--- src/rtl/mem_bus_arbiter_pkg.sv ---
// -----------------------------------------------------------------------------
// mem_bus_arbiter_pkg
// Shared definitions for the CPU/DMA memory bus arbiter:
//   - state_t        : arbiter ownership states (S_CPU, S_DMA, S_RESTORE)
//   - AW_DEFAULT     : default address width
//   - DW_DEFAULT     : default data width
//   - BURST_DEFAULT  : default maximum consecutive DMA acks
//   - CNT_W          : width of the burst counter (holds 0..15)
//   - burst_last()   : true when the ack about to be taken is the last of a burst
// -----------------------------------------------------------------------------
package mem_bus_arbiter_pkg;

    localparam int unsigned AW_DEFAULT    = 20;
    localparam int unsigned DW_DEFAULT    = 8;
    localparam int unsigned BURST_DEFAULT = 4;
    localparam int unsigned CNT_W         = 4;

    typedef enum logic [1:0] {
        S_CPU     = 2'd0,
        S_DMA     = 2'd1,
        S_RESTORE = 2'd2
    } state_t;

    // cnt is the number of acks already taken in this DMA tenure.
    function automatic logic burst_last(input logic [CNT_W-1:0] cnt, input int unsigned burst);
        int unsigned taken;
        taken = {{(32-CNT_W){1'b0}}, cnt} + 32'd1;
        return (taken >= burst);
    endfunction

endpackage

--- src/rtl/mem_bus_arbiter.sv ---
// -----------------------------------------------------------------------------
// mem_bus_arbiter
// Shares one synchronous memory bus between the CPU core and a single DMA
// requester. The core is stalled through a clock-enable while DMA owns the bus;
// a DMA tenure is capped at DMA_BURST acks, followed by a restore cycle that
// re-primes the read data for the core's held address, then at least one CPU cycle.
//
// Ports
//   i_clock        system clock (posedge)
//   i_reset        synchronous active-high reset
//   i_cpu_address  core address
//   i_cpu_out      core write data
//   i_cpu_wren     core write enable (ignored while o_cpu_ce=0)
//   i_cpu_lock     core forbids preemption
//   o_cpu_ce       core clock-enable
//   o_cpu_data     read data to core (passthrough of i_mem_data)
//   i_dma_req      DMA request level, held until acked
//   i_dma_addr     DMA address
//   i_dma_wdata    DMA write data
//   i_dma_we       DMA write
//   o_dma_ack      DMA cycle accepted this clock
//   o_dma_rvalid   o_dma_rdata valid (cycle after a read ack)
//   o_dma_rdata    DMA read data (passthrough of i_mem_data)
//   o_mem_address  RAM address
//   o_mem_out      RAM write data
//   o_mem_wren     RAM write enable
//   i_mem_data     RAM read data, valid one cycle after the address
// -----------------------------------------------------------------------------
module mem_bus_arbiter
    import mem_bus_arbiter_pkg::*;
#(
    parameter int unsigned AW        = AW_DEFAULT,
    parameter int unsigned DW        = DW_DEFAULT,
    parameter int unsigned DMA_BURST = BURST_DEFAULT
) (
    input  logic          i_clock,
    input  logic          i_reset,
    input  logic [AW-1:0] i_cpu_address,
    input  logic [DW-1:0] i_cpu_out,
    input  logic          i_cpu_wren,
    input  logic          i_cpu_lock,
    output logic          o_cpu_ce,
    output logic [DW-1:0] o_cpu_data,
    input  logic          i_dma_req,
    input  logic [AW-1:0] i_dma_addr,
    input  logic [DW-1:0] i_dma_wdata,
    input  logic          i_dma_we,
    output logic          o_dma_ack,
    output logic          o_dma_rvalid,
    output logic [DW-1:0] o_dma_rdata,
    output logic [AW-1:0] o_mem_address,
    output logic [DW-1:0] o_mem_out,
    output logic          o_mem_wren,
    input  logic [DW-1:0] i_mem_data
);

    state_t           r_state;
    logic [CNT_W-1:0] r_cnt;
    logic             r_rvalid;

    logic [AW-1:0]    w_mem_address;
    logic [DW-1:0]    w_mem_out;
    logic             w_mem_wren;
    logic             w_cpu_ce;
    logic             w_dma_ack;

    // Bus mux, combinational from the registered state. Reset gates every
    // strobe so nothing is written or acknowledged while reset is held.
    always_comb begin
        w_mem_address = i_cpu_address;
        w_mem_out     = i_cpu_out;
        w_mem_wren    = 1'b0;
        w_cpu_ce      = 1'b0;
        w_dma_ack     = 1'b0;
        case (r_state)
            S_CPU: begin
                w_cpu_ce   = 1'b1;
                w_mem_wren = i_cpu_wren;
            end
            S_DMA: begin
                w_mem_address = i_dma_addr;
                w_mem_out     = i_dma_wdata;
                w_mem_wren    = i_dma_we & i_dma_req;
                w_dma_ack     = i_dma_req;
            end
            default: begin
                // S_RESTORE (and any illegal code): present the core's address
                // so its read data is valid again when the core resumes.
                w_mem_address = i_cpu_address;
            end
        endcase
        if (i_reset) begin
            w_mem_wren = 1'b0;
            w_cpu_ce   = 1'b0;
            w_dma_ack  = 1'b0;
        end
    end

    always_ff @(posedge i_clock) begin
        if (i_reset) begin
            r_state  <= S_RESTORE;
            r_cnt    <= '0;
            r_rvalid <= 1'b0;
        end else begin
            r_rvalid <= w_dma_ack & ~i_dma_we;
            case (r_state)
                S_CPU: begin
                    r_cnt <= '0;
                    // Lock wins over a simultaneous request.
                    if (i_dma_req && !i_cpu_lock) begin
                        r_state <= S_DMA;
                    end
                end
                S_DMA: begin
                    if (!i_dma_req || burst_last(r_cnt, DMA_BURST)) begin
                        r_state <= S_RESTORE;
                        r_cnt   <= '0;
                    end else begin
                        r_cnt <= r_cnt + 1'b1;
                    end
                end
                S_RESTORE: begin
                    r_state <= S_CPU;
                    r_cnt   <= '0;
                end
                default: begin
                    r_state <= S_RESTORE;
                    r_cnt   <= '0;
                end
            endcase
        end
    end

    assign o_mem_address = w_mem_address;
    assign o_mem_out     = w_mem_out;
    assign o_mem_wren    = w_mem_wren;
    assign o_cpu_ce      = w_cpu_ce;
    assign o_dma_ack     = w_dma_ack;
    assign o_dma_rvalid  = r_rvalid;
    assign o_cpu_data    = i_mem_data;
    assign o_dma_rdata   = i_mem_data;

endmodule

--- config.mk ---
export PLATFORM = sky130hd
export DESIGN_NAME = mem_bus_arbiter
export DESIGN_NICKNAME = d
export VERILOG_FILES = /design/src/rtl/mem_bus_arbiter_pkg.sv /design/src/rtl/mem_bus_arbiter.sv
export SDC_FILE = /design/constraint.sdc
export NUM_CORES = 1
export LEC_CHECK = 0
export BUFFER_PORTS_ARGS = -buffer_cell sky130_fd_sc_hd__clkbuf_2
export CORE_MARGIN = 3
export CORE_UTILIZATION = 27
export CTS_CLUSTER_DIAMETER = 80
export DETAILED_ROUTE_END_ITERATION = 12
export HOLD_SLACK_MARGIN = 0.05
export PLACE_DENSITY_LB_ADDON = 0.12
export RECOVER_POWER = 50
export SYNTH_ARGS = -nofsm -noshare
export SYNTH_HDL_FRONTEND = slang
export SYNTH_SLANG_ARGS = --single-unit
--- constraint.sdc ---
create_clock -name i_clock -period 1.7 [get_ports i_clock]
set_input_delay 0.085 -clock i_clock [delete_from_list [all_inputs] [get_ports i_clock]]
set_output_delay 0.085 -clock i_clock [all_outputs]
set_load 0.1 [all_outputs]
==> metrics.md <==
| Metric | Value |
|---|---|
| Die Ht | `roughly 60 um` |
| Tmin final | `approximately 1.6 ns` |
| CTS clk-pin slew, worst paths | `0.05 ns` |
| GRT Total Usage | `0.141` |
| Worst skew pair latency | `0.26 ns` |
| Final GP Congestion | `0.669` |
| CORE AREA | `2570 sq um` |
| Mapped Area | `757 sq um` |
| Sequential area share after synthesis | `0.185` |
| CTS HTree Levels | `1` |
| Simple-Gate Fraction of Synth Area | `0.106` |
| Multi-input gate area | `495 sq um` |
| Ys async rst share | `0` |
| Compound-cell area share of the yosys netlist | `0.0479` |
| Setup-failing EPs final | `0` |
| Cells after synthesis | `74` |
| Inst Count DP | `182` |
| Via density | `4.51` |
| Final worst setup slack | `0.0577 ns` |
| Vias | `843` |
| Worst EP arrival | `1.56 ns` |
| Layout area overhead | `119%` |
| Startpoint types | `flip-flop` |
| Crit share post-route | `0.966` |
| Area contributors post-synth | `mux2_2 42%, dfxtp_1 19%, buf_4 17%, ha_1 3.3%, nand3b_4 2.6%` |
| Worst slew pin tran | `0.548 ns` |
| CTS tree | `yes` |
| YS warnings | `0` |
| Cell with the most instances after synthesis | `mux2_2` |
| Final Slew Violations | `0` |
| Port Buffers | `93` |
| Largest area contributor in the netlist | `mux2_2` |
| Crit Path Max Fanout | `12` |
| IO Pins | `around 120` |
| Pre-antenna DRT Iters | `2` |
| Max-cap violation count | `0` |
| Leak Pwr | `between 0.8 and 0.9 nW` |
| Relative slew slack | `0.637` |
| Layout Nets | `230` |
| Starting DRT DRC Count | `4` |
| Xor and xnor area share after synthesis | `0.0116` |
| Maximum VDD drop | `0.000605 V` |
| Place WS | `roughly 0.27 ns` |
| Fin cells | `187` |
| EDFF count, synth | `0` |
| Post-Synth Adder-Cell Area | `0.0331` |
| Die W | `59.0 um` |
| Top FF cell, synth | `dfxtp_1` |
| Cts bufs inserted | `3` |
| Post-synthesis cell type count | `22` |
| Total routed wirelength | `between 2000 and 2500 um` |
| Syn_area_per_cell | `10.2 sq um` |
| Die Footprint | `3480 sq um` |
| RSZ-0062 raised after global routing | `false` |
| Largest net degree at the start of global routing | `18` |
| PD cells | `about 590 nW/um^2` |
| Yosys reg bits | `7` |
| Total negative setup slack | `0 ns` |
| First-pass GRT wire length | `3820 um` |
| Per-cell routed wire length | `13.3 um` |
| Worst min path class | `input pin to flip-flop` |
| Placed Area | `1620 sq um` |
| Clk sinks | `7` |
| Skew final | `0.00652 ns` |
| Filler instances | `219` |
| Initial antenna violation count | `0` |
| CTS Root Buffer Type | `clkbuf_4` |
| Post-synthesis mux area share | `0.417` |
| Yosys top cell area share | `0.417` |
| Hpwl dp | `2240 um` |
| Number of global-route vias before repair | `921` |
| Hold Vio Cnt, Final | `0` |
| Clk buf depth | `2` |
| Post-route DRC | `0` |
| Antenna diode count | `0` |
| WS Path Type | `flip-flop to output port` |
| Register area | `about 140 sq um` |
| Most instantiated cells after synthesis | `28 x mux2_2, 17 x buf_4, 7 x dfxtp_1` |
| Final antenna-violating net count | `0` |
| Initial Utilization | `0.295` |
| Status | `finished clean` |
| Largest family of logic cells by synthesized area | `multiplexers` |
| Fmax achieved | `609 MHz` |
| Share of cells above drive strength 1 | `0.841` |
| Total global routing overflow | `0` |
| Finished Cell Area | `1660 sq um` |
| Crit path required time | `1.62 ns` |
| # rows | `18` |
| Nature of the critical path endpoint | `output port` |
[power by group]
group	switching [mW]	internal (mW)	total (mW)	leakage, nW
logic	0.402	0.250	0.651	0.756
clock network	0.0657	0.0861	0.152	0.0177
registers	0.00644	0.169	0.176	0.0576
total	0.474	0.505	0.979	0.831
[layout make-up]
| type | instances | share of cell area |
|---|---|---|
| clock buffers | 3 | 0.0136 |
| clock inverters | 1 | 0.00302 |
| inverters | 1 | 0.00227 |
| multi-input cells | 48 | 0.299 |
| flip-flops and latches | 7 | 0.0846 |
| well taps | 30 | 0.0227 |
| repair buffers | 97 | 0.575 |
[kinds of logic after synthesis]
logic type                 count (synthesis)
muxes                                     28
DFF                                        7
other                                      1
xor gates and xnor gates                   1
and+or+nand+nor                           10
buffers and inverters                     20
AOI/OAI and AO/OA                          5
adders and majority gates                  2
[final timing paths]
kind / from / endpoint / slack [ns] / cells past startpoint
hold / removal: i_cpu_lock / r_state[0] / 0.12 / 3
setup / recovery: r_state[1] / o_mem_address[7] / 0.06 / 4
setup reg to reg: r_cnt[0] / r_state[1] / 0.35 / 4
hold reg to reg: r_cnt[0] / r_cnt[0] / 0.49 / 1
[critical path: stages (launching register included)]
cell,delay (ns)
dfxtp_1,0.38
nor2b_4,0.18
buf_6,0.18
mux2_2,0.38
buf_12,0.17
[through the flow]
stage               hold WS [ns]  utilization  total power [mW]
global placement           0.171        0.629             0.828
finish                     0.122        0.645             0.979
CTS                        0.115        0.645             0.993
detailed placement         0.171        0.629             0.832
global route               0.127        0.645              1.01
floorplan                  0.157            -             0.741
[flip-flops by register name, summed over array words and instances (netlist names)]
register / cells
o_dma_rvalid: 1
r_cnt: 4
r_state: 2
[per-layer routing]
| metal | part of all wire | global-route usage | vias up |
|---|---|---|---|
| met5 | 0 | 0 | - |
| met4 | 0.016 | 0.0518 | 0 |
| met3 | 0.13 | 0.0504 | 8 |
| met2 | 0.53 | 0.251 | 56 |
| met1 | 0.32 | 0.153 | 366 |
| li1 | - | - | 413 |
[cell usage in the layout, fill, tap and decap left out, drive strengths merged]
master and count:
clkbuf 66, buf 33, mux2 28, dfxtp 7
nor3 2, nor2 2, ha 2, conb 2
nor2b 2, nand3b 2, inv 1, a31oi 1
a21boi 1, a21oi 1, o31ai 1, nor4b 1
xor2 1, nor4 1, o32a 1, clkinv 1
dlygate4sd3 1
[repair_timing]
item / CTS / global route
resized for setup: 1 / 0
setup endpoints to repair: 3 / 0
hold buffers: 1 / 0
setup buffers: 0 / 0
hold endpoints to repair: 1 / 0
(Power assumes the default switching activity.)
